## config.mk

```make
export PLATFORM = sky130hd
export DESIGN_NAME = lsu_stage
export DESIGN_NICKNAME = d
export VERILOG_FILES = /design/src/rtl/lsu_stage.sv
export SDC_FILE = /design/constraint.sdc
export NUM_CORES = 1
export LEC_CHECK = 0
export BUFFER_PORTS_ARGS = -buffer_cell sky130_fd_sc_hd__buf_2
export CAP_MARGIN = 15
export CORE_MARGIN = 5
export CORE_UTILIZATION = 54
export DETAILED_ROUTE_END_ITERATION = 8
export PLACE_DENSITY_LB_ADDON = 0.12
export SETUP_SLACK_MARGIN = 0.1
export SLEW_MARGIN = 20
export SYNTH_ARGS = -nofsm -noshare
export SYNTH_HDL_FRONTEND = slang
export SYNTH_SLANG_ARGS = --single-unit
```

## constraint.sdc

```tcl
create_clock -name clk -period 3.9 [get_ports clk]
set_clock_uncertainty 0.1 [all_clocks]
set_input_delay 0.78 -clock clk [delete_from_list [all_inputs] [get_ports clk]]
set_output_delay 0.78 -clock clk [all_outputs]
set_load 0.01 [all_outputs]
```

## src/rtl/lsu_stage.sv

```systemverilog
// MEM pipeline stage: latches the EX result, runs one data-bus access per memory entry, presents the WB payload.
// Optional macro LSU_MISALIGN_CHK_EN: flags misaligned half/word accesses and skips the bus for them.
module lsu_stage #(
    parameter int ADDR_W = 32,
    parameter int DATA_W = 32
) (
    input  logic              clk,
    input  logic              rst_n,
    input  logic              mem_ena,
    input  logic              mem_valid,
    input  logic              in_load,
    input  logic              in_store,
    input  logic [1:0]        in_size,
    input  logic              in_unsigned,
    input  logic [ADDR_W-1:0] in_addr,
    input  logic [DATA_W-1:0] in_wdata,
    input  logic [DATA_W-1:0] in_alu,
    input  logic [4:0]        in_rd,
    input  logic              in_wen,
    output logic              mem_stall,
    output logic              req_valid,
    input  logic              req_ready,
    output logic              req_we,
    output logic [ADDR_W-1:0] req_addr,
    output logic [DATA_W-1:0] req_wdata,
    output logic [3:0]        req_wstrb,
    input  logic              resp_valid,
    input  logic [DATA_W-1:0] resp_rdata,
    output logic              wb_valid_o,
    output logic [4:0]        wb_rd,
    output logic              wb_wen,
    output logic [DATA_W-1:0] wb_data
`ifdef LSU_MISALIGN_CHK_EN
    ,
    output logic              misalign_o
`endif
);

    typedef enum logic [1:0] {
        IDLE = 2'd0,
        REQ  = 2'd1,
        WAIT = 2'd2,
        DONE = 2'd3
    } state_t;

    state_t              state_reg;
    logic                stage_valid_reg;
    logic                load_reg;
    logic                store_reg;
    logic [1:0]          size_reg;
    logic                unsigned_reg;
    logic [ADDR_W-1:0]   addr_reg;
    logic [DATA_W-1:0]   wdata_reg;
    logic [DATA_W-1:0]   alu_reg;
    logic [4:0]          rd_reg;
    logic                wen_reg;
    logic [DATA_W-1:0]   load_data_reg;
    logic                misalign_reg;

    logic [1:0]          off;
    logic [DATA_W-1:0]   rdata_sh;
    logic [DATA_W-1:0]   load_ext;
    logic [3:0]          strb_base;
    logic                in_misalign;
    logic                in_is_mem;

    assign off       = addr_reg[1:0];
    assign in_is_mem = mem_valid & (in_load | in_store);

`ifdef LSU_MISALIGN_CHK_EN
    // Size 3 is treated as a word, hence the test on in_size[1] alone.
    assign in_misalign = ((in_size == 2'd1) & in_addr[0]) |
                         (in_size[1] & (in_addr[1:0] != 2'b00));
    assign misalign_o  = misalign_reg & stage_valid_reg & (state_reg == DONE);
`else
    assign in_misalign = 1'b0;
`endif

    // Load lane extraction and sign/zero extension.
    always_comb begin
        rdata_sh = resp_rdata >> {off, 3'b000};
        load_ext = rdata_sh;
        case (size_reg)
            2'd0: load_ext = {{(DATA_W-8){~unsigned_reg & rdata_sh[7]}}, rdata_sh[7:0]};
            2'd1: load_ext = {{(DATA_W-16){~unsigned_reg & rdata_sh[15]}}, rdata_sh[15:0]};
            default: load_ext = rdata_sh;
        endcase
    end

    always_comb begin
        case (size_reg)
            2'd0:    strb_base = 4'b0001 << off;
            2'd1:    strb_base = 4'b0011 << off;
            default: strb_base = 4'b1111;
        endcase
    end

    always_ff @(posedge clk or negedge rst_n) begin
        if (!rst_n) begin
            state_reg       <= IDLE;
            stage_valid_reg <= 1'b0;
            load_reg        <= 1'b0;
            store_reg       <= 1'b0;
            size_reg        <= 2'd0;
            unsigned_reg    <= 1'b0;
            addr_reg        <= '0;
            wdata_reg       <= '0;
            alu_reg         <= '0;
            rd_reg          <= 5'd0;
            wen_reg         <= 1'b0;
            load_data_reg   <= '0;
            misalign_reg    <= 1'b0;
        end else if (mem_ena) begin
            stage_valid_reg <= mem_valid;
            load_reg        <= in_load;
            store_reg       <= in_store;
            size_reg        <= in_size;
            unsigned_reg    <= in_unsigned;
            addr_reg        <= in_addr;
            wdata_reg       <= in_wdata;
            alu_reg         <= in_alu;
            rd_reg          <= in_rd;
            wen_reg         <= in_wen;
            misalign_reg    <= in_is_mem & in_misalign;
            if (in_is_mem)
                state_reg <= in_misalign ? DONE : REQ;
            else
                state_reg <= IDLE;
        end else begin
            case (state_reg)
                REQ: if (req_ready) state_reg <= WAIT;
                WAIT: begin
                    if (resp_valid) begin
                        state_reg <= DONE;
                        if (load_reg) load_data_reg <= load_ext;
                    end
                end
                default: ;
            endcase
        end
    end

    // Request fields come straight from the stage register, so they stay stable while REQ waits on ready.
    assign mem_stall  = (state_reg == REQ) | (state_reg == WAIT);
    assign req_valid  = (state_reg == REQ);
    assign req_we     = store_reg;
    assign req_addr   = {addr_reg[ADDR_W-1:2], 2'b00};
    assign req_wdata  = wdata_reg << {off, 3'b000};
    assign req_wstrb  = store_reg ? strb_base : 4'b0000;

    assign wb_valid_o = stage_valid_reg & ~mem_stall;
    assign wb_rd      = rd_reg;
    assign wb_wen     = wen_reg & wb_valid_o & ~store_reg & ~misalign_reg;
    assign wb_data    = load_reg ? load_data_reg : alu_reg;

endmodule

```

======== Yosys cells after proc, flatten, opt, wreduce, memory -nomap -nowiden ========
Cells that the tools add are included.
Widths: inputs -> output; s select.
storage, ports and cells
  register bits after elaboration ......... 142
  input bits .............................. 145
  logic and storage cells ................. 46
operators by class
  equality and inequality tests ........... 5
  shifts and indexed selects .............. 4
  muxes and demuxes ....................... 9
  bitwise gates (word level) .............. 12
  reduce and logical (&&, ||, !) cells .... 4
operators by type and width
  operator             count
  $pmux 32 s2          1
  $mux 32              1
  $shl 32x5->32        1
  $shr 32x5->32        1
  $pmux 4 s2           1
  $and 1x1->1          6
  $mux 2               3
  $eq 2x1->1 const B   2
  $mux 4               1
  $not 1->1            4
  $pmux 2 s2           1
  $reduce_and 4->1     1
  $shl 1x2->4 const A  1
  $shl 2x2->4 const A  1
  $ne 3x2->1 const B   1
  $ne 3x3->1 const B   1
  $reduce_and 3->1     1
  $reduce_bool 3->1    1
  $eq 2x2->1 const B   1
  $logic_not 2->1      1
  $or 1x1->1           2
  $mux 1               1

======== Longest topological paths before layout ========
  depth in word-level cells ............... 6
  depth in mapped cells ................... 7
  gate-level depth less buffers ........... 5

======== Worst setup path after synthesis ========
OpenSTA, ideal clock, no wires.
  kind .................................... register to output
  start point ............................. reg addr_reg[0]
  end point ............................... out req_wdata[16]
  data arrival time ....................... 1369 ps
  required time ........................... 3020 ps
  setup slack ............................. 1651 ps
  stages on the path, launching flop included .. 6
  buffers on the path ..................... 4
  path through ............................ dfrtp_1 > buf_4 > buf_2 > buf_2 > buf_2 > o21ai_0
on the way
  cells in the longest elaborated chain, start to end .. 1
RTL lines
  element                 line  RTL
  from (decl)             52    logic [ADDR_W-1:0] addr_reg;
  from (signal assigned)  119   addr_reg <= in_addr;
  $shl 32x5->32           148   assign req_wdata = wdata_reg << {off, 3'b000};
  to (decl)               25    output logic [DATA_W-1:0] req_wdata,
Every way passes these cells.

======== Worst setup path in the final report ========
  start point ............................. reg addr_reg[0]
  end point ............................... out req_wdata[19]
The elaborated chain is that of the path after synthesis.

==> flow_summary.toml <==
[global_route]
grt_max_degree = 88
antenna_found_initial = 3
track_usage_pct = 23.44
grt_pass1_vias = 5875
grt_first_pass_wirelength_um = 29660
gr-total-overflow = 0

[sta]
tightest_slew_ns = 1.002
rsz0062_at_grt = "false"
setup_tns_ns = 0
period_share_pct = 81.51
relSlewSlack_pct = 32.85
hold_viol_final = 0
drv_slew = 0
setup_viol_count_final = 0
max_freq_mhz = 314.6
fin_crit_ns = 3.179

[floorplanning]
die_w_um = 125.6
initial_utilization_pct = 54.68
core_area_mm2 = 0.01319
die-height_um = 125.6
rows = 42
boundaryPins = 255
die_area_mm2 = 0.01577

[routing]
vias = 5355
wl_per_cell_um = 17.90
drt_wl_total_um = 18080
drc_errors = 0
drtPass1Iterations = 4
via_per_inst = 5.302
drt-initial-drc-count = 302
ant_nets = 0

[critical_path]
cp_max_fo = 37
worstSetupStartpointType = "flop"
cp.required_ns = 3.02
crit_path_end_kind = "output pin"
regToRegStartpoint = "state_reg[0]"
critPathLaunch = "addr_reg[0]"
worstPathArrival_ns = 2.30
path_class = "reg2out"

[logic_synthesis]
yosys_warnings = 0
synth_top_area_cell = "dfrtp_1"
yosysTopAreaCellShare_pct = 49.27
synth-seq-cells = 142
synth_cells = 613
synth_area_mm2 = 0.007212
synth_area_leaders = "dfrtp_1 (49%), mux2_2 (23%), mux2i_1 (4.6%), buf_4 (3.4%), a21oi_1 (3.3%)"
synth.avg_cell_area_um2 = 11.76
ys_seq_area_share_pct = 49.27
synth_cell_type_count = 35

[clock_network]
postCtsSetupRepairBufs = 0
clockBufferDepth = 2
clkSinkCount = 142
post_cts_resized = 0
clkTransAtPathRegs_ns = 0.05
cts_root_buffer = "clkbuf_16"
ctsHoldBuffers = 0
ctsHtreeMaxLevel = 4
clk_latency_ns = 0.41
cts_tree = "yes"
cts_buffers = 17

[flow_run]
drv_cap = 0

[hold_path]
hold_path.class = "in2async"

[final_layout]
stdcell_area_mm2 = 0.008916
nFillCells = 1017
drive_gt1_share_pct = 55.05
syn2layout_area_growth_pct = 23.63
nNetsFinal = 966

[pwr]
powerDensity_mw_per_mm2 = 527.1
power_leakage_nw = 4.252
ir_drop_uv = 313.0

[placement]
dpl.hpwl_um = 13110
gp_congestion = 0.8132
dpl_cell_area_mm2 = 0.008320
io_buffers = 252

[run_status]
status = "finished, final reports clean"
==> path summary, 6_finish.rpt <==
check,end,slack [ns],cells after the start
max,req_wdata[19],0.72,4
min,alu_reg[21],0.32,1
min in group clk,load_data_reg[3],0.40,2
min reg2reg,load_data_reg[3],0.40,2
max reg2reg,load_data_reg[13],1.33,5
max in group asynchronous,alu_reg[5],2.60,2
==> stage by stage <==
stage                     utilization, %  setup slack [ns]  power [mW]  hold WS [ns]  std cells
after floorplan                        -             1.651       2.698        0.3403        614
after global placement             63.08            0.9051       3.108        0.3729        976
after detailed placement           63.08            0.8419       3.147        0.3894        976
after CTS                          67.56            0.7232       4.739        0.3596       1008
after global routing               67.60            0.5545       4.958        0.3932       1010
final                              67.60            0.7211       4.700        0.3203       1010
==> worst max-delay path, stage by stage, from the launching register on <==
cell and delay (ns):
dfrtp_2 0.79, and2b_1 0.66, nand2_1 0.10, o21ai_0 0.14, buf_2 0.19
==> power breakdown <==
| part | internal (mW) | total [mW] | switching, mW |
|---|---|---|---|
| combinational | 0.575 | 1.17 | 0.590 |
| clock | 0.978 | 1.57 | 0.595 |
| sequential | 1.76 | 1.96 | 0.205 |
| total | 3.31 | 4.70 | 1.39 |
==> synth_stat cells (all sizes together) <==
cell type,count
a2111oi,1
a211oi,8
a21oi,59
and2,16
and2b,1
and3b,1
and4b,1
buf,67
clkbuf,7
conb,1
dfrtp,142
ha,2
inv,3
mux2,148
mux2i,35
nand2,21
nand2b,5
nand4b,1
nor2,50
nor2b,11
nor3,1
nor4,2
o211ai,2
o21a,4
o21ai,22
o31ai,1
or2,1
==> kinds of logic after synthesis <==
logic type / synth area share [%]
and+or+nand+nor: 7.530
AOI/OAI and AO/OA: 8.067
buffers and inverters: 6.541
DFF: 49.27
other: 0.05200
muxes: 28.19
adders and majority gates: 0.3469
==> per-layer routing <==
| metal | up-vias | global-route usage, % | share of wire, % |
|---|---|---|---|
| met1 | 2592 | 29.06 | 41 |
| met3 | 27 | 8.102 | 8.9 |
| li1 | 2521 | - | - |
| met5 | - | 0 | 0.072 |
| met2 | 213 | 37.70 | 48 |
| met4 | 2 | 9.375 | 2.0 |
==> layout by cell type (no fill, tap or decap), types with 2 or more instances in the layout <==
cell	instances
clkbuf_8	6
mux2i_1	33
mux2_2	148
a21oi_2	10
buf_2	250
a21oi_1	48
nand2_1	21
clkinvlp_4	4
ha_1	2
clkbuf_16	17
buf_4	8
nand2b_1	5
o21ai_0	22
and2_1	15
diode_2	2
conb_1	2
dfrtp_1	140
clkinv_2	2
o211ai_1	2
inv_1	3
nor2b_1	11
nor4_2	2
a211oi_1	8
o21a_1	4
dfrtp_2	2
nor2_1	50
==> final cells by class <==
class                   count  area [um2]  area share, %
clock inverters             8       78.83         0.8841
repair buffers            260        1343          15.06
clock buffers              24       511.7          5.740
flip-flops and latches    142        3556          39.88
multi-input cells         395        3191          35.78
inverters                   3       11.26         0.1263
diodes                      2       5.005        0.05613
well taps                 176       220.2          2.470
(Power assumes the default switching activity.)
